[config.mk]
export PLATFORM = sky130hd
export DESIGN_NAME = rx_comma_align
export DESIGN_NICKNAME = d
export VERILOG_FILES = /design/src/rtl/rx_align_pkg.sv /design/src/rtl/rx_comma_detect.sv /design/src/rtl/rx_comma_align.sv
export SDC_FILE = /design/constraint.sdc
export NUM_CORES = 1
export LEC_CHECK = 0
export CORE_MARGIN = 4
export CORE_UTILIZATION = 51
export CTS_BUF_LIST = sky130_fd_sc_hd__clkbuf_16
export CTS_CLUSTER_SIZE = 28
export DETAILED_ROUTE_END_ITERATION = 8
export PLACE_DENSITY = 0.76
export SYNTH_ARGS = -nofsm -noshare
export SYNTH_HDL_FRONTEND = slang
export SYNTH_SLANG_ARGS = --single-unit
[constraint.sdc]
create_clock -name WCLK -period 3.05 [get_ports WCLK]
set_input_delay 0.61 -clock WCLK [delete_from_list [all_inputs] [get_ports WCLK]]
set_output_delay 0.61 -clock WCLK [all_outputs]
set_load 0.05 [all_outputs]
[src/rtl/rx_align_pkg.sv]
// Shared constants and types for the 10-bit comma word aligner.
package rx_align_pkg;

  localparam logic [6:0] COMMA_POS = 7'b0011111;
  localparam logic [6:0] COMMA_NEG = 7'b1100000;
  localparam int         OFF_W     = 4;

  typedef enum logic [1:0] {
    ST_HUNT   = 2'd0,
    ST_VERIFY = 2'd1,
    ST_LOCKED = 2'd2
  } state_t;

  function automatic logic is_comma(input logic [6:0] s);
    return (s == COMMA_POS) || (s == COMMA_NEG);
  endfunction

endpackage

[src/rtl/rx_comma_detect.sv]
// Combinational comma search over the ten candidate bit offsets of a 20-bit window.
module rx_comma_detect
  import rx_align_pkg::*;
(
  input  logic [19:0]      win,
  output logic             hit,
  output logic [OFF_W-1:0] hit_off,
  output logic [9:0]       hit_at
);

  // Offset k looks at the 7 earliest bits of slice k, i.e. win[19-k -: 7].
  for (genvar gi = 0; gi < 10; gi++) begin : g_off
    assign hit_at[gi] = is_comma(win[19-gi -: 7]);
  end

  assign hit = |hit_at;

  always_comb begin
    hit_off = '0;
    for (int i = 9; i >= 0; i--) begin
      if (hit_at[i]) hit_off = OFF_W'(i);
    end
  end

endmodule

[src/rtl/rx_comma_align.sv]
// Comma word aligner: hunts for a K28.x comma offset, verifies it, then emits aligned symbols.
module rx_comma_align
  import rx_align_pkg::*;
#(
  parameter int LOCK_CNT       = 4,
  parameter int LOSS_CNT       = 8,
  parameter int VERIFY_TIMEOUT = 64
) (
  input  logic       WCLK,
  input  logic       RESET,
  input  logic       enable,
  input  logic [9:0] data_in,
  input  logic       decoder_err,
  output logic [9:0] data_out,
  output logic       data_valid,
  output logic       sync_ready,
  output logic [3:0] bit_offset,
  output logic [7:0] realign_cnt
);

  localparam int CNT_W  = $clog2(LOCK_CNT + 1);
  localparam int ECNT_W = $clog2(LOSS_CNT + 1);
  localparam int TMO_W  = $clog2(VERIFY_TIMEOUT + 1);

  // Counter values one short of the threshold: the increment that would reach it fires instead.
  localparam logic [CNT_W-1:0]  LOCK_LAST = CNT_W'(LOCK_CNT - 1);
  localparam logic [ECNT_W-1:0] LOSS_LAST = ECNT_W'(LOSS_CNT - 1);
  localparam logic [TMO_W-1:0]  TMO_LAST  = TMO_W'(VERIFY_TIMEOUT - 1);

  state_t            state_q;
  logic [9:0]        prev_q;
  logic [OFF_W-1:0]  off_q;
  logic [CNT_W-1:0]  cnt_q;
  logic [ECNT_W-1:0] ecnt_q;
  logic [TMO_W-1:0]  tmo_q;

  logic [19:0]       win;
  logic              hit;
  logic [OFF_W-1:0]  hit_off;
  logic [9:0]        hit_at;
  logic [9:0]        slices [10];
  logic [9:0]        aligned;
  logic              at_off;

  assign win = {prev_q, data_in};

  rx_comma_detect u_detect (
    .win     (win),
    .hit     (hit),
    .hit_off (hit_off),
    .hit_at  (hit_at)
  );

  for (genvar gi = 0; gi < 10; gi++) begin : g_slice
    assign slices[gi] = win[19-gi -: 10];
  end

  assign aligned = (off_q <= OFF_W'(9)) ? slices[off_q] : '0;
  assign at_off  = (off_q <= OFF_W'(9)) ? hit_at[off_q] : 1'b0;

  always_ff @(posedge WCLK) begin
    if (RESET) begin
      state_q     <= ST_HUNT;
      prev_q      <= '0;
      off_q       <= '0;
      cnt_q       <= '0;
      ecnt_q      <= '0;
      tmo_q       <= '0;
      data_out    <= '0;
      data_valid  <= 1'b0;
      sync_ready  <= 1'b0;
      bit_offset  <= '0;
      realign_cnt <= '0;
    end else begin
      prev_q     <= data_in;
      data_valid <= enable && (state_q == ST_LOCKED);
      if (enable && (state_q == ST_LOCKED)) data_out <= aligned;

      if (!enable) begin
        state_q    <= ST_HUNT;
        cnt_q      <= '0;
        ecnt_q     <= '0;
        tmo_q      <= '0;
        sync_ready <= 1'b0;
        bit_offset <= '0;
      end else begin
        case (state_q)
          ST_HUNT: begin
            if (hit) begin
              off_q  <= hit_off;
              cnt_q  <= CNT_W'(1);
              tmo_q  <= '0;
              ecnt_q <= '0;
              if (LOCK_CNT == 1) begin
                state_q    <= ST_LOCKED;
                sync_ready <= 1'b1;
                bit_offset <= hit_off;
              end else begin
                state_q <= ST_VERIFY;
              end
            end
          end

          ST_VERIFY: begin
            if (at_off) begin
              tmo_q <= '0;
              if (cnt_q == LOCK_LAST) begin
                state_q    <= ST_LOCKED;
                sync_ready <= 1'b1;
                bit_offset <= off_q;
                ecnt_q     <= '0;
              end else begin
                cnt_q <= cnt_q + CNT_W'(1);
              end
            end else if (hit) begin
              off_q <= hit_off;
              cnt_q <= CNT_W'(1);
              tmo_q <= '0;
            end else if (tmo_q == TMO_LAST) begin
              state_q <= ST_HUNT;
              cnt_q   <= '0;
              tmo_q   <= '0;
            end else begin
              tmo_q <= tmo_q + TMO_W'(1);
            end
          end

          ST_LOCKED: begin
            // A decoder error outranks a well-placed comma in the same word.
            if (decoder_err || (hit && !at_off)) begin
              if (ecnt_q == LOSS_LAST) begin
                state_q    <= ST_HUNT;
                ecnt_q     <= '0;
                cnt_q      <= '0;
                sync_ready <= 1'b0;
                bit_offset <= '0;
                if (realign_cnt != 8'hFF) realign_cnt <= realign_cnt + 8'd1;
              end else begin
                ecnt_q <= ecnt_q + ECNT_W'(1);
              end
            end else if (at_off) begin
              ecnt_q <= '0;
            end
          end

          default: begin
            state_q <= ST_HUNT;
          end
        endcase
      end
    end
  end

endmodule
* After elaboration in Yosys (flattened, before gate mapping)
Cells that the tools add are included.
** Operators by class
- Add/sub/neg operators :: 4
- Order comparisons :: 3
- Equal/unequal tests :: 38
- Multiplexer cells :: 58
- Bitwise logic cells :: 2
- Reductions and logical operators :: 27
** Operators by type and width (number)
- 4-bit two-way mux :: 22
- 7-bit by 5-bit equality test with 1-bit output (second input constant) :: 10
- 7-bit equality test (second input constant) :: 10
- 10-bit binary-select mux with 4-bit select :: 1
- 10-bit two-way mux :: 3
- 7-bit two-way mux :: 4
- 3-bit two-way mux :: 7
- 4-bit one-hot mux with 2 select lines :: 2
- 5-bit AND reduction :: 3
- 2-bit two-way mux :: 7
- 7-bit one-hot mux with 2 select lines :: 1
- 3-bit != test (second input constant) :: 4
- 4-bit one-hot mux with 3 select lines :: 1
- 6-bit AND reduction :: 2
- 1-bit logical OR :: 11
- 10-bit OR reduction :: 1
- 3-bit one-hot mux with 3 select lines :: 1
- 8-bit by 1-bit adder with 8-bit output (second input constant) :: 1
- 2-bit != test (second input constant) :: 4
- 8-bit != test (second input constant) :: 1
- 7-bit by 1-bit adder with 7-bit output (second input constant) :: 1
- 7-bit by 6-bit equality test with 1-bit output (second input constant) :: 1
- 1-bit two-way mux :: 6
- 2-bit one-hot mux with 3 select lines :: 1
- 24 further kinds :: 27
** Storage, ports and cells
- Register bits after elaboration :: 54
- Input port bits :: 14
- Output and inout port bits :: 24
- Logic and storage cells :: 143

* Logic depth before layout (Yosys ltp)
Gate-level depths: netlist of run 1.
- Depth in word-level cells :: 15
- Depth in mapped cells :: 10
- Depth with buffers taken out :: 9

* Hierarchy
A second synthesis of run 1 with hierarchy kept.
** Second synthesis, totals
- Cell total of the unflattened synthesis :: 432
- Area, all modules :: 3659.8 um^2
** By module, submodules not included
- rx_comma_align :: instances 1, cells an instance 353, area an instance 3171.8 um^2, seq. area each 1081.0 um^2
- rx_comma_detect :: instances 1, cells an instance 79, area an instance 488.0 um^2, seq. area each 0.0 um^2

* Worst setup path before layout of run 1
Ideal clock, no wire load.
- Path kind :: input port to flip-flop
- From :: input data_in[7]
- To :: register state_q[1]
- Library setup time :: 0.087 ns
- Arrival time :: 2.846 ns
- Required time :: 2.963 ns
- Path slack :: 0.116 ns
- Cell stages on the path :: 9
- Buffers on the path :: 2
- Cell sequence :: buf_2 > or4_4 > o32ai_4 > nor2_2 > and3_1 > buf_6 > o311a_4 > or4_1 > o31ai_1
** Between the ends
- Cells in the longest elaborated chain, start to end :: 10
- Elaborated cells between the ends (all ways) :: 27
- Classes of those cells :: eq/ne: 13; mux: 5; reduce/logical: 9
** RTL lines
- start: declaration :: RTL line rx_comma_align.sv:12 : input logic [9:0] data_in,
- 7-bit by 5-bit equality test with 1-bit output or 7-bit equality test (tied branches) :: RTL line rx_align_pkg.sv:15 : return (s == COMMA_POS) || (s == COMMA_NEG);
- 1-bit logical OR :: RTL line rx_align_pkg.sv:15
- 1-bit binary-select mux with 4-bit select :: RTL line rx_comma_align.sv:59 : assign at_off = (off_q <= OFF_W'(9)) ? hit_at[off_q] : 1'b0;
- 1-bit two-way mux (not written as such) :: RTL line rx_comma_align.sv:59
- 1-bit two-way mux :: RTL line rx_comma_align.sv:59
- 1-bit zero test :: RTL line rx_comma_align.sv:130 : if (decoder_err || (hit && !at_off)) begin
- 1-bit logical AND :: RTL line rx_comma_align.sv:130
- 1-bit logical OR :: RTL line rx_comma_align.sv:130
- 2-bit by 1-bit != test with 1-bit output (no line)
- 6-bit AND reduction (no line)
- end signal: assignment :: RTL line rx_comma_align.sv:120 : state_q <= ST_HUNT;
- end signal: assignment :: RTL line rx_comma_align.sv:132 : state_q <= ST_HUNT;
- end signal: assignment :: RTL line rx_comma_align.sv:147 : state_q <= ST_HUNT;
- end: declaration :: RTL line rx_comma_align.sv:30 : state_t state_q;
Parallel ways exist; a longest one is shown, timed or not. The select of a mux whose other input is x is not followed.
A chain may end at the register's enable or synchronous reset.

* Final worst setup path of run 1
- From :: input data_in[6]
- To :: register realign_cnt[3]
** Between the ends
- Cells in the longest elaborated chain, start to end :: 9
- Elaborated cells between the ends (all ways) :: 17
- Classes of those cells :: eq/ne: 6; mux: 3; reduce/logical: 8
** RTL lines
- 7-bit by 5-bit equality test with 1-bit output or 7-bit equality test (tied branches) :: RTL line rx_align_pkg.sv:15
- 1-bit logical OR :: RTL line rx_align_pkg.sv:15
- 1-bit binary-select mux with 4-bit select :: RTL line rx_comma_align.sv:59
- 1-bit two-way mux (not written as such) :: RTL line rx_comma_align.sv:59
- 1-bit two-way mux :: RTL line rx_comma_align.sv:59
- 1-bit zero test :: RTL line rx_comma_align.sv:130
- 1-bit logical AND (*) :: RTL line rx_comma_align.sv:130
- 1-bit logical OR (*) :: RTL line rx_comma_align.sv:130
- 5-bit AND reduction (no line) (*)
- end signal: assignment :: RTL line rx_comma_align.sv:137 : if (realign_cnt != 8'hFF) realign_cnt <= realign_cnt + 8'd1;
- end: declaration :: RTL line rx_comma_align.sv:18 : output logic [7:0] realign_cnt
Mark *: on every way between the ends. The rest lies on a longest branch, timed or not. The select of a mux whose other input is x is not followed.

==> impl_results.html, run 1 <==
<table>
<tr><th>Metric</th><th>Value</th></tr>
<tr><th colspan="2">Outcome</th></tr>
<tr><td>Outcome</td><td>finished, final reports clean</td></tr>
<tr><th colspan="2">Worst hold path</th></tr>
<tr><td>Class of the tightest hold or removal check</td><td>flop to flop</td></tr>
<tr><td>Worst hold path cell count</td><td>2</td></tr>
<tr><td>Terminating pin of the worst hold path</td><td>data_out[2]</td></tr>
<tr><td>Source of the worst hold timing path</td><td>data_out[2]</td></tr>
<tr><th colspan="2">Timing</th></tr>
<tr><td>Final-report hold violation count</td><td>0</td></tr>
<tr><td>Number of failing setup endpoints in the final timing report</td><td>0</td></tr>
<tr><td>Max Clock Skew</td><td>around 0.0077 ns</td></tr>
<tr><td>Tightest slew margin relative to the limit</td><td>0.639</td></tr>
<tr><td>Number of pins with negative max-slew slack in the final report</td><td>0</td></tr>
<tr><td>Setup TNS Final</td><td>0 ns</td></tr>
<tr><td>Transition time of the tightest slew-check pin</td><td>0.536 ns</td></tr>
<tr><td>RSZ-0062 raised after global routing</td><td>false</td></tr>
<tr><td>Final critical delay including setup and external delays</td><td>2.93 ns</td></tr>
<tr><td>Final worst path period share</td><td>0.961</td></tr>
<tr><td>Worst hold-check slack</td><td>0.463 ns</td></tr>
<tr><td>Achievable frequency</td><td>~340 MHz</td></tr>
<tr><td>Fin worst setup slack</td><td>roughly 0.12 ns</td></tr>
<tr><th colspan="2">Routing</th></tr>
<tr><td>Wire per inst</td><td>16.3 um</td></tr>
<tr><td>Routed wire length</td><td>between 9000 and 10000 um</td></tr>
<tr><td>First-pass detailed-route iteration total</td><td>5</td></tr>
<tr><td>Ratio of routed vias to standard cells</td><td>6.14</td></tr>
<tr><td>Residual DRC</td><td>0</td></tr>
<tr><td>Detailed Route Iter0 Violations</td><td>256</td></tr>
<tr><td>Vias after detailed routing</td><td>roughly 3600</td></tr>
<tr><td>DRT antenna net count</td><td>0</td></tr>
<tr><th colspan="2">Final layout</th></tr>
<tr><td>Final Util</td><td>0.645</td></tr>
<tr><td>Post-route insts no fill</td><td>590</td></tr>
<tr><td># nets final</td><td>517</td></tr>
<tr><td>Share of final-layout standard cells stronger than drive strength 1</td><td>0.140</td></tr>
<tr><td>Antenna diodes</td><td>0</td></tr>
<tr><td>Relative area change from synthesis to final layout</td><td>22.8%</td></tr>
<tr><th colspan="2">Setup path</th></tr>
<tr><td>Startpoint type of the worst setup path</td><td>input port</td></tr>
<tr><td>Worst reg-to-reg path cell count</td><td>8</td></tr>
<tr><td>CP required</td><td>around 3.3 ns</td></tr>
<tr><td>RR Endpoint</td><td>state_q[1]</td></tr>
<tr><td>Data arrival, critical path</td><td>approximately 3.2 ns</td></tr>
<tr><td>Critical path fanouts, max</td><td>12</td></tr>
<tr><td>CP Capture Type</td><td>flop</td></tr>
<tr><td>Flop2flop setup slack</td><td>0.14 ns</td></tr>
<tr><td>Slowest cell on the critical path</td><td>sky130_fd_sc_hd__clkdlybuf4s50_1</td></tr>
<tr><td>Cell-by-cell listing of the critical path</td><td>clkdlybuf4s50_1 &gt; nand4b_1 &gt; or3_1 &gt; nand2_1 &gt; nor4b_2 &gt; buf_4 &gt; a31oi_1 &gt; a21oi_1 &gt; buf_4 &gt; or4_1 &gt; a21oi_1</td></tr>
<tr><td>Critical register-to-register path startpoint</td><td>prev_q[1]</td></tr>
<tr><td>Max stage delay on crit path</td><td>0.52 ns</td></tr>
<tr><td>WS Path Type</td><td>input port to flop</td></tr>
<tr><th colspan="2">Logic synthesis</th></tr>
<tr><td>Share of flip-flops with an asynchronous set or reset</td><td>0</td></tr>
<tr><td>Net count after synthesis</td><td>465</td></tr>
<tr><td>Number of different library cells in the post-synthesis netlist</td><td>64</td></tr>
<tr><td>Cells after synthesis</td><td>442</td></tr>
<tr><td>#FFs+latches synth</td><td>54</td></tr>
<tr><td>Post-synthesis instance area</td><td>0.00357 mm2</td></tr>
<tr><td>Warning count from the yosys run</td><td>0</td></tr>
<tr><td>Number of enable flip-flop cells after synthesis</td><td>0</td></tr>
<tr><td>Proportion of synthesized chip area in sequential cells</td><td>0.303</td></tr>
<tr><td>Most instantiated flip-flop cell in the synthesis netlist</td><td>sky130_fd_sc_hd__dfxtp_1</td></tr>
<tr><td>Average size of a mapped cell</td><td>8.07 um2</td></tr>
<tr><th colspan="2">Clock network</th></tr>
<tr><td>Deepest clock path buffer count</td><td>2</td></tr>
<tr><td>TritonCTS clock tree</td><td>done</td></tr>
<tr><td>Number of hold buffers added after CTS</td><td>0</td></tr>
<tr><td>Number of buffers created by CTS</td><td>5</td></tr>
<tr><td>Clock-pin transition on the worst setup and hold timing paths</td><td>0.07 ns</td></tr>
<tr><td>Cell at the root of the clock tree</td><td>sky130_fd_sc_hd__clkbuf_16</td></tr>
<tr><td>Clock sinks</td><td>54</td></tr>
<tr><td>H-tree Lvls</td><td>2</td></tr>
<tr><td>Clock latency on the worst-skew pair</td><td>~0.29 ns</td></tr>
<tr><th colspan="2">Power</th></tr>
<tr><td>Worst-case vdd ir drop</td><td>about 0.00022 V</td></tr>
<tr><td>Part of the power in combinational logic</td><td>0.127</td></tr>
<tr><td>Switching part of the total power</td><td>0.254</td></tr>
<tr><td>Switching pwr</td><td>374 uW</td></tr>
<tr><td>Proportion of power drawn by the clock network</td><td>0.377</td></tr>
<tr><td>Leak Pwr</td><td>0.00157 uW</td></tr>
<tr><td>PD cells</td><td>about 340 mW/mm2</td></tr>
<tr><td>Share of power burned in registers</td><td>0.497</td></tr>
<tr><td>Cell-internal power</td><td>1100 uW</td></tr>
<tr><th colspan="2">Global route</th></tr>
<tr><td>Number of antenna violations at the first check in global routing</td><td>0</td></tr>
<tr><td>Global-route wire length before repair</td><td>16200 um</td></tr>
<tr><td>Number of global-route vias before repair</td><td>3509</td></tr>
<tr><td>Maximum number of pins on one net before global-route repair</td><td>36</td></tr>
<tr><td>Total global routing overflow</td><td>0</td></tr>
<tr><td>GRT Overall Usage</td><td>0.230</td></tr>
<tr><th colspan="2">Floorplan</th></tr>
<tr><td>Initial standard-cell utilization of the core</td><td>0.525</td></tr>
<tr><td>Number of core rows</td><td>30</td></tr>
<tr><td>Die outline height</td><td>91.6 um</td></tr>
<tr><td>Overall die width</td><td>approximately 90 um</td></tr>
<tr><td>Die outline area</td><td>about 0.0084 mm2</td></tr>
<tr><td>Placeable core area</td><td>0.00679 mm2</td></tr>
<tr><td>Ports placed on the boundary</td><td>38</td></tr>
<tr><th colspan="2">Placement</th></tr>
<tr><td>Dpl cells</td><td>581</td></tr>
<tr><td>HPWL after detailed placement</td><td>approximately 7000 um</td></tr>
<tr><td>IO Port Bufs</td><td>37</td></tr>
<tr><td>Post-Place Worst Slack</td><td>-0.399 ns</td></tr>
<tr><td>Routability cong.</td><td>0.929</td></tr>
<tr><th colspan="2">Job</th></tr>
<tr><td>Number of max-capacitance violations reported</td><td>0</td></tr>
</table>
-- critical path, delay by kind of cell --
family	cells	cell delay (ns)
simple gates	5	1.17
buf+inv	3	0.86
compound gates	3	0.50
-- how the worst max path moves through the flow --
stage                          start  slack, ns              to
after floorplan           data_in[7]       0.12      state_q[1]
after global placement    data_in[8]      -0.29      state_q[1]
after detailed placement  data_in[8]      -0.40  realign_cnt[3]
after CTS                 data_in[7]       0.03      state_q[1]
after global routing      data_in[6]       0.02      state_q[1]
final                     data_in[6]       0.12  realign_cnt[3]
-- stage by stage --
stage | cell area (um2) | total power, uW
4_1_cts | 4340 | 1480
6_report | 4380 | 1480
5_1_grt | 4380 | 1530
3_5_place_dp | 4190 | 930
2_1_floorplan | 3570 | 862
3_3_place_gp | 4190 | 927
-- registers in the layout (all words and copies together) (netlist names) --
name,count
state_q,2
data_out,10
sync_ready,1
off_q,4
cnt_q,3
data_valid,1
bit_offset,4
realign_cnt,8
ecnt_q,4
prev_q,10
tmo_q,7
-- cell type report --
type	instances	area (um2)
Multi-Input combinational cell	347	2340
Inverter	10	37.5
Tap cell	96	120
Fill cell	594	2410
Sequential cell	54	1080
Timing Repair Buffer	76	666
Clock buffer	5	125
Clock inverter	2	13.8
-- layout by cell type, fill, tap and decap left out, types with 10 or more instances in the layout --
| cell | instances |
|---|---|
| sky130_fd_sc_hd__a21oi_1 | 30 |
| sky130_fd_sc_hd__buf_4 | 39 |
| sky130_fd_sc_hd__clkdlybuf4s50_1 | 33 |
| sky130_fd_sc_hd__dfxtp_1 | 54 |
| sky130_fd_sc_hd__mux2i_1 | 18 |
| sky130_fd_sc_hd__nand2_1 | 47 |
| sky130_fd_sc_hd__nand3_1 | 13 |
| sky130_fd_sc_hd__nor2_1 | 36 |
| sky130_fd_sc_hd__nor2b_1 | 18 |
| sky130_fd_sc_hd__o211ai_1 | 10 |
| sky130_fd_sc_hd__o21ai_0 | 16 |
-- timing repair --
item	4_1_cts	5_1_grt
buffers inserted	0	2
setup endpoints to repair	18	18
resized for setup	4	5
pin swaps	1	3
-- routing by layer --
metal,routed length (um),GRT usage
met1,4440,0.306
met3,467,0.0353
met4,159,0.0704
met2,4550,0.382
met5,0,0
-- logic make-up after synthesis --
kind of cell / synth area share
adders and majority gates: 0.0316
DFF: 0.303
and+or+nand+nor: 0.305
xor gates and xnor gates: 0.00246
AOI/OAI and AO/OA: 0.235
buffers and inverters: 0.0502
muxes: 0.0726
-- synth_stat cells, types with 4 or more instances --
master	n	area (um2)
sky130_fd_sc_hd__a211oi_1	5	37.5
sky130_fd_sc_hd__o22ai_1	4	25.0
sky130_fd_sc_hd__o21bai_1	4	30.0
sky130_fd_sc_hd__a22oi_1	9	67.6
sky130_fd_sc_hd__nand3_1	13	65.1
sky130_fd_sc_hd__nor3b_1	4	30.0
sky130_fd_sc_hd__inv_1	9	33.8
sky130_fd_sc_hd__nor3_1	8	40.0
sky130_fd_sc_hd__mux2i_1	18	180
sky130_fd_sc_hd__o31ai_1	8	60.1
sky130_fd_sc_hd__a31oi_1	4	25.0
sky130_fd_sc_hd__nor2b_1	18	113
sky130_fd_sc_hd__o21ai_0	16	80.1
sky130_fd_sc_hd__clkbuf_1	19	71.3
sky130_fd_sc_hd__nand2b_1	6	37.5
sky130_fd_sc_hd__nor2_1	36	135
sky130_fd_sc_hd__and3_1	7	43.8
sky130_fd_sc_hd__buf_2	8	40.0
sky130_fd_sc_hd__ha_1	9	113
sky130_fd_sc_hd__mux2_2	7	78.8
sky130_fd_sc_hd__dfxtp_1	54	1080
sky130_fd_sc_hd__or4_1	5	37.5
sky130_fd_sc_hd__nor4b_1	4	35.0
sky130_fd_sc_hd__a32o_1	5	50.1
sky130_fd_sc_hd__or3_1	6	37.5
sky130_fd_sc_hd__nand3b_1	5	37.5
sky130_fd_sc_hd__a21oi_1	30	150
sky130_fd_sc_hd__nand2_1	47	176
sky130_fd_sc_hd__nand4_1	6	37.5
sky130_fd_sc_hd__o211ai_1	10	75.1
sky130_fd_sc_hd__a21o_1	4	30.0
-- power by group through the flow --
| stage | clock network (uW) | logic [uW] | registers (uW) |
|---|---|---|---|
| after floorplan | 0 | 126 | 735 |
| after global placement | 0 | 180 | 748 |
| after detailed placement | 0 | 182 | 748 |
| after CTS | 564 | 183 | 732 |
| after global routing | 591 | 204 | 735 |
| final | 556 | 187 | 733 |
Note: power is estimated with default switching activity, not from simulation.
==> run 2: changes to the inputs <==
--- a/config.mk
+++ b/config.mk
@@ -10,7 +10,9 @@
 export CTS_BUF_LIST = sky130_fd_sc_hd__clkbuf_16
 export CTS_CLUSTER_SIZE = 28
 export DETAILED_ROUTE_END_ITERATION = 8
-export PLACE_DENSITY = 0.76
+export DONT_BUFFER_PORTS = 1
+export PLACE_DENSITY = 0.69
+export SLEW_MARGIN = 20
 export SYNTH_ARGS = -nofsm -noshare
 export SYNTH_HDL_FRONTEND = slang
 export SYNTH_SLANG_ARGS = --single-unit
==> impl_results.html, run 2 (synthesized netlist as in run 1, its figures left out) <==
<table>
<tr><th>Metric</th><th>Value</th></tr>
<tr><th colspan="2">Timing</th></tr>
<tr><td>Fin worst setup slack</td><td>0.262 ns (was 0.119 ns)</td></tr>
<tr><td>Number of failing setup endpoints in the final timing report</td><td>0 (unchanged)</td></tr>
<tr><td>Tightest slew margin relative to the limit</td><td>0.572 (was 0.639)</td></tr>
<tr><td>Achievable frequency</td><td>359 MHz (was 341 MHz)</td></tr>
<tr><td>Number of pins with negative max-slew slack in the final report</td><td>0 (unchanged)</td></tr>
<tr><td>Final worst path period share</td><td>0.914 (was 0.961)</td></tr>
<tr><td>Max Clock Skew</td><td>0.00691 ns (was 0.00766 ns)</td></tr>
<tr><td>Setup TNS Final</td><td>0 ns (unchanged)</td></tr>
<tr><td>Transition time of the tightest slew-check pin</td><td>0.641 ns (was 0.536 ns)</td></tr>
<tr><td>RSZ-0062 raised after global routing</td><td>false (unchanged)</td></tr>
<tr><td>Final critical delay including setup and external delays</td><td>2.79 ns (was 2.93 ns)</td></tr>
<tr><td>Final-report hold violation count</td><td>0 (unchanged)</td></tr>
<tr><th colspan="2">Power</th></tr>
<tr><td>Proportion of power drawn by the clock network</td><td>0.407 (was 0.377)</td></tr>
<tr><td>Share of power burned in registers</td><td>0.503 (was 0.497)</td></tr>
<tr><td>PD cells</td><td>383 mW/mm2 (was 337 mW/mm2)</td></tr>
<tr><td>Worst-case vdd ir drop</td><td>0.000306 V (was 0.000220 V)</td></tr>
<tr><td>Switching pwr</td><td>377 uW (was 374 uW)</td></tr>
<tr><td>Part of the power in combinational logic</td><td>0.091 (was 0.127)</td></tr>
<tr><td>Final total power</td><td>1460 uW (was 1480 uW)</td></tr>
<tr><td>Cell-internal power</td><td>1080 uW (was 1100 uW)</td></tr>
<tr><td>Switching part of the total power</td><td>0.258 (was 0.254)</td></tr>
<tr><td>Leak Pwr</td><td>0.00129 uW (was 0.00157 uW)</td></tr>
<tr><th colspan="2">Routing</th></tr>
<tr><td>Vias after detailed routing</td><td>3295 (was 3625)</td></tr>
<tr><td>Wire per inst</td><td>16.7 um (was 16.3 um)</td></tr>
<tr><td>DRT antenna net count</td><td>0 (unchanged)</td></tr>
<tr><td>Residual DRC</td><td>0 (unchanged)</td></tr>
<tr><td>First-pass detailed-route iteration total</td><td>5 (unchanged)</td></tr>
<tr><td>Detailed Route Iter0 Violations</td><td>213 (was 256)</td></tr>
<tr><td>Routed wire length</td><td>8810 um (was 9620 um)</td></tr>
<tr><td>Ratio of routed vias to standard cells</td><td>6.24 (was 6.14)</td></tr>
<tr><th colspan="2">Global route</th></tr>
<tr><td>Total global routing overflow</td><td>0 (unchanged)</td></tr>
<tr><td>Maximum number of pins on one net before global-route repair</td><td>38 (was 36)</td></tr>
<tr><td>Number of antenna violations at the first check in global routing</td><td>0 (unchanged)</td></tr>
<tr><td>GRT Overall Usage</td><td>0.215 (was 0.230)</td></tr>
<tr><td>Global-route wire length before repair</td><td>15100 um (was 16200 um)</td></tr>
<tr><td>Number of global-route vias before repair</td><td>3089 (was 3509)</td></tr>
<tr><th colspan="2">Setup path</th></tr>
<tr><td>WS Path Type</td><td>flop to flop (was input port to flop)</td></tr>
<tr><td>Slowest cell on the critical path</td><td>sky130_fd_sc_hd__dfxtp_1 (was sky130_fd_sc_hd__clkdlybuf4s50_1)</td></tr>
<tr><td>Data arrival, critical path</td><td>3.01 ns (was 3.15 ns)</td></tr>
<tr><td>Cell mode on critical path</td><td>sky130_fd_sc_hd__and4b_1</td></tr>
<tr><td>CP required</td><td>3.28 ns (was 3.27 ns)</td></tr>
<tr><td>Cell family with most CP delay</td><td>simple AND/OR/NAND/NOR gates (unchanged)</td></tr>
<tr><td>Cell-by-cell listing of the critical path</td><td>and4b_1 &gt; and4b_1 &gt; a41o_1 &gt; nor3_2 &gt; and3_1 &gt; o311a_4 &gt; nand4bb_1 &gt; mux2i_1 (was clkdlybuf4s50_1 &gt; nand4b_1 &gt; or3_1 &gt; nand2_1 &gt; nor4b_2 &gt; buf_4 &gt; a31oi_1 &gt; a21oi_1 &gt; buf_4 &gt; or4_1 &gt; a21oi_1)</td></tr>
<tr><td>Critical path fanouts, max</td><td>10 (was 12)</td></tr>
<tr><td>Max stage delay on crit path</td><td>0.50 ns (was 0.52 ns)</td></tr>
<tr><td>Startpoint type of the worst setup path</td><td>flop (was input port)</td></tr>
<tr><td>Buffer and inverter count on the worst path</td><td>0 (was 3)</td></tr>
<tr><td>CP Capture Type</td><td>flop (unchanged)</td></tr>
<tr><th colspan="2">Placement</th></tr>
<tr><td>Routability cong.</td><td>0.876 (was 0.929)</td></tr>
<tr><td>Post-Place Worst Slack</td><td>0.105 ns (was -0.399 ns)</td></tr>
<tr><td>HPWL after detailed placement</td><td>6300 um (was 6950 um)</td></tr>
<tr><td>Total cell area at the placement stage</td><td>0.00364 mm2 (was 0.00419 mm2)</td></tr>
<tr><td>Dpl cells</td><td>520 (was 581)</td></tr>
<tr><td>IO Port Bufs</td><td>0 (was 37)</td></tr>
<tr><th colspan="2">Job</th></tr>
<tr><td>Number of max-capacitance violations reported</td><td>0 (unchanged)</td></tr>
<tr><th colspan="2">Final layout</th></tr>
<tr><td>Top Registers</td><td>data_out: 10 flops, prev_q: 10 flops, realign_cnt: 8 flops (unchanged)</td></tr>
<tr><td>Commonest non-fill, non-tap cells in the layout</td><td>sky130_fd_sc_hd__dfxtp_1, sky130_fd_sc_hd__nand2_1, sky130_fd_sc_hd__nor2_1 (was sky130_fd_sc_hd__dfxtp_1, sky130_fd_sc_hd__nand2_1, sky130_fd_sc_hd__buf_4)</td></tr>
<tr><td>Share of final-layout standard cells stronger than drive strength 1</td><td>0.0995 (was 0.140)</td></tr>
<tr><td>Antenna diodes</td><td>0 (unchanged)</td></tr>
<tr><td>Commonest non-fill, non-tap cell in the layout</td><td>sky130_fd_sc_hd__dfxtp_1 (unchanged)</td></tr>
<tr><td># nets final</td><td>454 (was 517)</td></tr>
<tr><td>Post-route insts no fill</td><td>528 (was 590)</td></tr>
<tr><td>Relative area change from synthesis to final layout</td><td>6.84% (was 22.8%)</td></tr>
<tr><td>Filler Cells Inserted</td><td>636 (was 594)</td></tr>
<tr><td>Final instance area</td><td>0.00381 mm2 (was 0.00438 mm2)</td></tr>
<tr><th colspan="2">Clock network</th></tr>
<tr><td>Clock-pin transition on the worst setup and hold timing paths</td><td>0.08 ns (was 0.07 ns)</td></tr>
<tr><td>Number of buffers created by CTS</td><td>5 (unchanged)</td></tr>
<tr><td>TritonCTS clock tree</td><td>done (unchanged)</td></tr>
<tr><td>Clock latency on the worst-skew pair</td><td>0.30 ns (was 0.29 ns)</td></tr>
<tr><td>Deepest clock path buffer count</td><td>2 (unchanged)</td></tr>
<tr><td>Clock sinks</td><td>54 (unchanged)</td></tr>
<tr><td>Cell at the root of the clock tree</td><td>sky130_fd_sc_hd__clkbuf_16 (unchanged)</td></tr>
<tr><td>Number of hold buffers added after CTS</td><td>0 (unchanged)</td></tr>
<tr><td>H-tree Lvls</td><td>2 (unchanged)</td></tr>
<tr><th colspan="2">Floorplan</th></tr>
<tr><td>Number of core rows</td><td>30 (unchanged)</td></tr>
<tr><td>Initial standard-cell utilization of the core</td><td>0.525 (unchanged)</td></tr>
<tr><td>Ports placed on the boundary</td><td>38 (unchanged)</td></tr>
<tr><td>Die outline area</td><td>0.00839 mm2 (unchanged)</td></tr>
<tr><td>Overall die width</td><td>91.6 um (unchanged)</td></tr>
<tr><td>Die outline height</td><td>91.6 um (unchanged)</td></tr>
<tr><td>Placeable core area</td><td>0.00679 mm2 (unchanged)</td></tr>
<tr><th colspan="2">Worst hold path</th></tr>
<tr><td>Class of the tightest hold or removal check</td><td>input port to flop (was flop to flop)</td></tr>
<tr><th colspan="2">Outcome</th></tr>
<tr><td>Outcome</td><td>finished, final reports clean (unchanged)</td></tr>
</table>
[run 2: cell count changes in the layout (fill, tap and decap cells not counted), moves of 2 or more]
cell,change
sky130_fd_sc_hd__clkdlybuf4s50_1,-33
sky130_fd_sc_hd__buf_4,-26
sky130_fd_sc_hd__dfxtp_1,-3
sky130_fd_sc_hd__dlygate4sd2_1,-2
sky130_fd_sc_hd__dfxtp_2,+3
sky130_fd_sc_hd__dlymetal6s2s_1,-2
[run 2: path summary, 6_finish.rpt]
check,startpoint,end,slack [ns],cells after the start
worst min-delay path,RESET,realign_cnt[4],0.38,1
worst min register to register,cnt_q[2],cnt_q[2],0.47,2
worst max register to register,prev_q[7],cnt_q[0],0.26,8
worst max-delay path,prev_q[7],cnt_q[0],0.26,8
[run 2: worst register-to-register path, cell delays in order (launching register included)]
cell                        delay, ns
sky130_fd_sc_hd__dfxtp_1         0.50
sky130_fd_sc_hd__and4b_1         0.27
sky130_fd_sc_hd__and4b_1         0.19
sky130_fd_sc_hd__a41o_1          0.24
sky130_fd_sc_hd__nor3_2          0.48
sky130_fd_sc_hd__and3_1          0.35
sky130_fd_sc_hd__o311a_4         0.22
sky130_fd_sc_hd__nand4bb_1       0.24
sky130_fd_sc_hd__mux2i_1         0.21
[run 2: through the flow]
| step | hold slack [ns] | utilization |
|---|---|---|
| 2_1_floorplan | 0.438 | - |
| 3_3_place_gp | 0.446 | 0.536 |
| 3_5_place_dp | 0.459 | 0.536 |
| 4_1_cts | 0.368 | 0.558 |
| 5_1_grt | 0.365 | 0.561 |
| 6_report | 0.378 | 0.561 |
[run 2: cell type report]
cell class	instances	area, um2	area share
Multi-Input combinational cell	347	2320	0.609
Sequential cell	54	1080	0.285
Clock buffer	5	125	0.0328
Tap cell	96	120	0.0315
Timing Repair Buffer	13	97.6	0.0256
Inverter	10	37.5	0.00985
Clock inverter	3	23.8	0.00624
[run 2: repair_timing]
item                                    CTS  global route
endpoints found under the setup margin    0            14
resized for setup                         0             6
buffers inserted                          0             0
[run 2: power groups by stage]
stage / clock [uW] / combinational (uW) / sequential [uW]
after global routing: 632 / 147 / 736
after global placement: 0 / 128 / 749
final: 593 / 133 / 734
after detailed placement: 0 / 130 / 749
after floorplan: 0 / 126 / 735
after CTS: 603 / 130 / 732
[run 2: per-layer routing]
| layer | part of all wire | GRT usage |
|---|---|---|
| met5 | 0 | 0 |
| met4 | 0.0083 | 0.0364 |
| met3 | 0.060 | 0.0500 |
| met2 | 0.46 | 0.347 |
| met1 | 0.47 | 0.295 |
==> run 3: changes to the inputs <==
--- a/config.mk
+++ b/config.mk
@@ -11,7 +11,7 @@
 export CTS_CLUSTER_SIZE = 28
 export DETAILED_ROUTE_END_ITERATION = 8
 export DONT_BUFFER_PORTS = 1
-export PLACE_DENSITY = 0.69
+export PLACE_DENSITY = 0.66
 export SLEW_MARGIN = 20
 export SYNTH_ARGS = -nofsm -noshare
 export SYNTH_HDL_FRONTEND = slang
==> constraint.sdc (replaced) <==
create_clock -name WCLK -period 2.6 [get_ports WCLK]
set_input_delay 0.52 -clock WCLK [delete_from_list [all_inputs] [get_ports WCLK]]
set_output_delay 0.52 -clock WCLK [all_outputs]
set_load 0.05 [all_outputs]
==> impl_results.html, run 3 (synthesized netlist as in run 1, its figures left out) <==
<table>
<tr><th>Metric</th><th>Value</th></tr>
<tr><th colspan="2">Routing</th></tr>
<tr><td>Wire per inst</td><td>17.1 um (was 16.7 um)</td></tr>
<tr><td>Residual DRC</td><td>0 (unchanged)</td></tr>
<tr><td>Detailed Route Iter0 Violations</td><td>218 (was 213)</td></tr>
<tr><td>Ratio of routed vias to standard cells</td><td>6.13 (was 6.24)</td></tr>
<tr><td>Routed wire length</td><td>9880 um (was 8810 um)</td></tr>
<tr><td>First-pass detailed-route iteration total</td><td>5 (unchanged)</td></tr>
<tr><td>Vias after detailed routing</td><td>3549 (was 3295)</td></tr>
<tr><td>DRT antenna net count</td><td>0 (unchanged)</td></tr>
<tr><th colspan="2">Floorplan</th></tr>
<tr><td>Number of core rows</td><td>30 (unchanged)</td></tr>
<tr><td>Ports placed on the boundary</td><td>38 (unchanged)</td></tr>
<tr><td>Initial standard-cell utilization of the core</td><td>0.525 (unchanged)</td></tr>
<tr><td>Placeable core area</td><td>0.00679 mm2 (unchanged)</td></tr>
<tr><td>Overall die width</td><td>91.6 um (unchanged)</td></tr>
<tr><td>Die outline height</td><td>91.6 um (unchanged)</td></tr>
<tr><td>Die outline area</td><td>0.00839 mm2 (unchanged)</td></tr>
<tr><th colspan="2">Global route</th></tr>
<tr><td>Met1 track demand over resource</td><td>0.315 (was 0.295)</td></tr>
<tr><td>Maximum number of pins on one net before global-route repair</td><td>38 (unchanged)</td></tr>
<tr><td>Number of antenna violations at the first check in global routing</td><td>0 (unchanged)</td></tr>
<tr><td>Total global routing overflow</td><td>0 (unchanged)</td></tr>
<tr><td>Global-route track usage on met3</td><td>0.0451 (was 0.0500)</td></tr>
<tr><td>Number of global-route vias before repair</td><td>3343 (was 3089)</td></tr>
<tr><td>Busiest grt layer</td><td>met2 (unchanged)</td></tr>
<tr><td>Global-route wire length before repair</td><td>15900 um (was 15100 um)</td></tr>
<tr><td>Met2 track utilization from global routing</td><td>0.360 (was 0.347)</td></tr>
<tr><td>GRT Overall Usage</td><td>0.227 (was 0.215)</td></tr>
<tr><th colspan="2">Timing</th></tr>
<tr><td>Setup TNS Final</td><td>-0.157 ns (was 0 ns)</td></tr>
<tr><td>Final worst path period share</td><td>1.03 (was 0.914)</td></tr>
<tr><td>Worst hold-check slack</td><td>0.274 ns (was 0.378 ns)</td></tr>
<tr><td>Final critical delay including setup and external delays</td><td>2.67 ns (was 2.79 ns)</td></tr>
<tr><td>Tightest slew margin relative to the limit</td><td>0.615 (was 0.572)</td></tr>
<tr><td>RSZ-0062 raised after global routing</td><td>true (was false)</td></tr>
<tr><td>Achievable frequency</td><td>375 MHz (was 359 MHz)</td></tr>
<tr><td>Final-report hold violation count</td><td>0 (unchanged)</td></tr>
<tr><td>Max Clock Skew</td><td>0.00736 ns (was 0.00691 ns)</td></tr>
<tr><td>Transition time of the tightest slew-check pin</td><td>0.575 ns (was 0.641 ns)</td></tr>
<tr><td>Fin worst setup slack</td><td>-0.0695 ns (was 0.262 ns)</td></tr>
<tr><td>Number of pins with negative max-slew slack in the final report</td><td>0 (unchanged)</td></tr>
<tr><td>Number of failing setup endpoints in the final timing report</td><td>7 (was 0)</td></tr>
<tr><th colspan="2">Power</th></tr>
<tr><td>Final total power</td><td>1860 uW (was 1460 uW)</td></tr>
<tr><td>Switching part of the total power</td><td>0.247 (was 0.258)</td></tr>
<tr><td>Switching pwr</td><td>459 uW (was 377 uW)</td></tr>
<tr><td>Share of power burned in registers</td><td>0.459 (was 0.503)</td></tr>
<tr><td>Worst-case vdd ir drop</td><td>0.000385 V (was 0.000306 V)</td></tr>
<tr><td>Proportion of power drawn by the clock network</td><td>0.424 (was 0.407)</td></tr>
<tr><td>Cell-internal power</td><td>1400 uW (was 1080 uW)</td></tr>
<tr><td>Leak Pwr</td><td>0.00161 uW (was 0.00129 uW)</td></tr>
<tr><td>Part of the power in combinational logic</td><td>0.117 (was 0.091)</td></tr>
<tr><td>PD cells</td><td>417 mW/mm2 (was 383 mW/mm2)</td></tr>
<tr><th colspan="2">Clock network</th></tr>
<tr><td>Clock sinks</td><td>54 (unchanged)</td></tr>
<tr><td>H-tree Lvls</td><td>2 (unchanged)</td></tr>
<tr><td>Clock latency on the worst-skew pair</td><td>0.30 ns (about the same)</td></tr>
<tr><td>Clock-pin transition on the worst setup and hold timing paths</td><td>0.08 ns (about the same)</td></tr>
<tr><td>TritonCTS clock tree</td><td>done (unchanged)</td></tr>
<tr><td>Number of hold buffers added after CTS</td><td>0 (unchanged)</td></tr>
<tr><td>Deepest clock path buffer count</td><td>2 (unchanged)</td></tr>
<tr><td>Cell at the root of the clock tree</td><td>sky130_fd_sc_hd__clkbuf_16 (unchanged)</td></tr>
<tr><td>Number of buffers created by CTS</td><td>5 (unchanged)</td></tr>
<tr><th colspan="2">Setup path</th></tr>
<tr><td>Cell-by-cell listing of the critical path</td><td>buf_6 &gt; and4b_1 &gt; a221oi_2 &gt; a311oi_2 &gt; a41oi_2 &gt; buf_4 &gt; nand2_4 &gt; o311a_4 &gt; or4_1 &gt; o31ai_1 (was and4b_1 &gt; and4b_1 &gt; a41o_1 &gt; nor3_2 &gt; and3_1 &gt; o311a_4 &gt; nand4bb_1 &gt; mux2i_1)</td></tr>
<tr><td>CP Capture Type</td><td>flop (unchanged)</td></tr>
<tr><td>WS Path Type</td><td>flop to flop (unchanged)</td></tr>
<tr><td>Startpoint type of the worst setup path</td><td>flop (unchanged)</td></tr>
<tr><td>Slowest cell on the critical path</td><td>sky130_fd_sc_hd__or4_1 (was sky130_fd_sc_hd__dfxtp_1)</td></tr>
<tr><td>CP required</td><td>2.81 ns (was 3.28 ns)</td></tr>
<tr><td>Data arrival, critical path</td><td>2.88 ns (was 3.01 ns)</td></tr>
<tr><td>Critical path fanouts, max</td><td>4 (was 10)</td></tr>
<tr><td>Max stage delay on crit path</td><td>0.51 ns (was 0.50 ns)</td></tr>
<tr><th colspan="2">Outcome</th></tr>
<tr><td>Outcome</td><td>finished, violations left (was finished, final reports clean)</td></tr>
<tr><td>Violated checks</td><td>negative setup slack</td></tr>
<tr><th colspan="2">Placement</th></tr>
<tr><td>IO Port Bufs</td><td>0 (unchanged)</td></tr>
<tr><td>HPWL after detailed placement</td><td>6940 um (was 6300 um)</td></tr>
<tr><td>Post-Place Worst Slack</td><td>-0.173 ns (was 0.105 ns)</td></tr>
<tr><td>Total cell area at the placement stage</td><td>0.00399 mm2 (was 0.00364 mm2)</td></tr>
<tr><td>Routability cong.</td><td>0.929 (was 0.876)</td></tr>
<tr><th colspan="2">Final layout</th></tr>
<tr><td>Share of final-layout standard cells stronger than drive strength 1</td><td>0.273 (was 0.0995)</td></tr>
<tr><td>Commonest non-fill, non-tap cell in the layout</td><td>sky130_fd_sc_hd__buf_4 (was sky130_fd_sc_hd__dfxtp_1)</td></tr>
<tr><td>Final instance area</td><td>0.00447 mm2 (was 0.00381 mm2)</td></tr>
<tr><td>Commonest non-fill, non-tap cells in the layout</td><td>sky130_fd_sc_hd__buf_4, sky130_fd_sc_hd__dfxtp_1, sky130_fd_sc_hd__nand2_1 (was sky130_fd_sc_hd__dfxtp_1, sky130_fd_sc_hd__nand2_1, sky130_fd_sc_hd__nor2_1)</td></tr>
<tr><td>Relative area change from synthesis to final layout</td><td>25.2% (was 6.84%)</td></tr>
<tr><td>Top Registers</td><td>data_out: 10 flops, prev_q: 10 flops, realign_cnt: 8 flops (unchanged)</td></tr>
<tr><td>Antenna diodes</td><td>0 (unchanged)</td></tr>
<tr><td># nets final</td><td>505 (was 454)</td></tr>
<tr><td>Filler Cells Inserted</td><td>584 (was 636)</td></tr>
<tr><th colspan="2">Job</th></tr>
<tr><td>Number of max-capacitance violations reported</td><td>0 (unchanged)</td></tr>
<tr><th colspan="2">Worst hold path</th></tr>
<tr><td>Class of the tightest hold or removal check</td><td>input port to flop (unchanged)</td></tr>
</table>
==> run 3: cell count changes in the layout (fill, tap and decap cells not counted), moves of 4 or more <==
cell	delta
sky130_fd_sc_hd__a21oi_1	-4
sky130_fd_sc_hd__buf_4	+48
sky130_fd_sc_hd__dfxtp_1	-5
sky130_fd_sc_hd__dfxtp_2	+4
==> run 3: final cells by class <==
class / instances / area [um2] / area share
clock buffer: 5 / 125 / 0.0280
multi-input combinational: 347 / 2550 / 0.571
sequential: 54 / 1090 / 0.245
inverter: 10 / 37.5 / 0.00841
clock inverter: 3 / 48.8 / 0.0109
timing repair buffer: 64 / 492 / 0.110
tap: 96 / 120 / 0.0269
==> run 3: final timing paths <==
| path | start | end | slack (ns) | cells past startpoint |
|---|---|---|---|---|
| max | prev_q[3] | state_q[1] | -0.07 | 10 |
| min | RESET | realign_cnt[7] | 0.27 | 1 |
| max reg2reg | prev_q[3] | state_q[1] | -0.07 | 10 |
| min reg2reg | cnt_q[2] | cnt_q[2] | 0.47 | 2 |
==> run 3: metrics by stage <==
step	utilization	instances
6_report	0.657	579
5_1_grt	0.657	579
4_1_cts	0.616	568
3_5_place_dp	0.587	560
3_3_place_gp	0.587	560
2_1_floorplan	-	442
==> run 3: power groups by stage <==
stage / registers [uW] / logic, uW / clock network [uW]
after CTS: 852 / 197 / 804
after floorplan: 862 / 153 / 0
final: 855 / 218 / 791
after detailed placement: 870 / 195 / 0
after global routing: 857 / 235 / 841
after global placement: 871 / 191 / 0
==> run 3: per-layer routing <==
metal	vias to the layer above	part of all wire
li1	1727	-
met1	1712	0.46
met4	0	0.014
met5	-	0
met2	96	0.47
met3	14	0.053
==> run 3: repair_timing <==
action | CTS | global route
pin swaps | 3 | 13
setup buffers | 0 | 11
setup endpoints to repair | 14 | 27
gates resized for setup | 8 | 43
==> run 3: worst max-delay path, delay by kind of cell (launching register included) <==
| family | cells | cell delay [ns] |
|---|---|---|
| DFF | 1 | 0.36 |
| buffers and inverters | 2 | 0.30 |
| AOI/OAI and AO/OA | 5 | 1.12 |
| and+or+nand+nor | 3 | 0.80 |
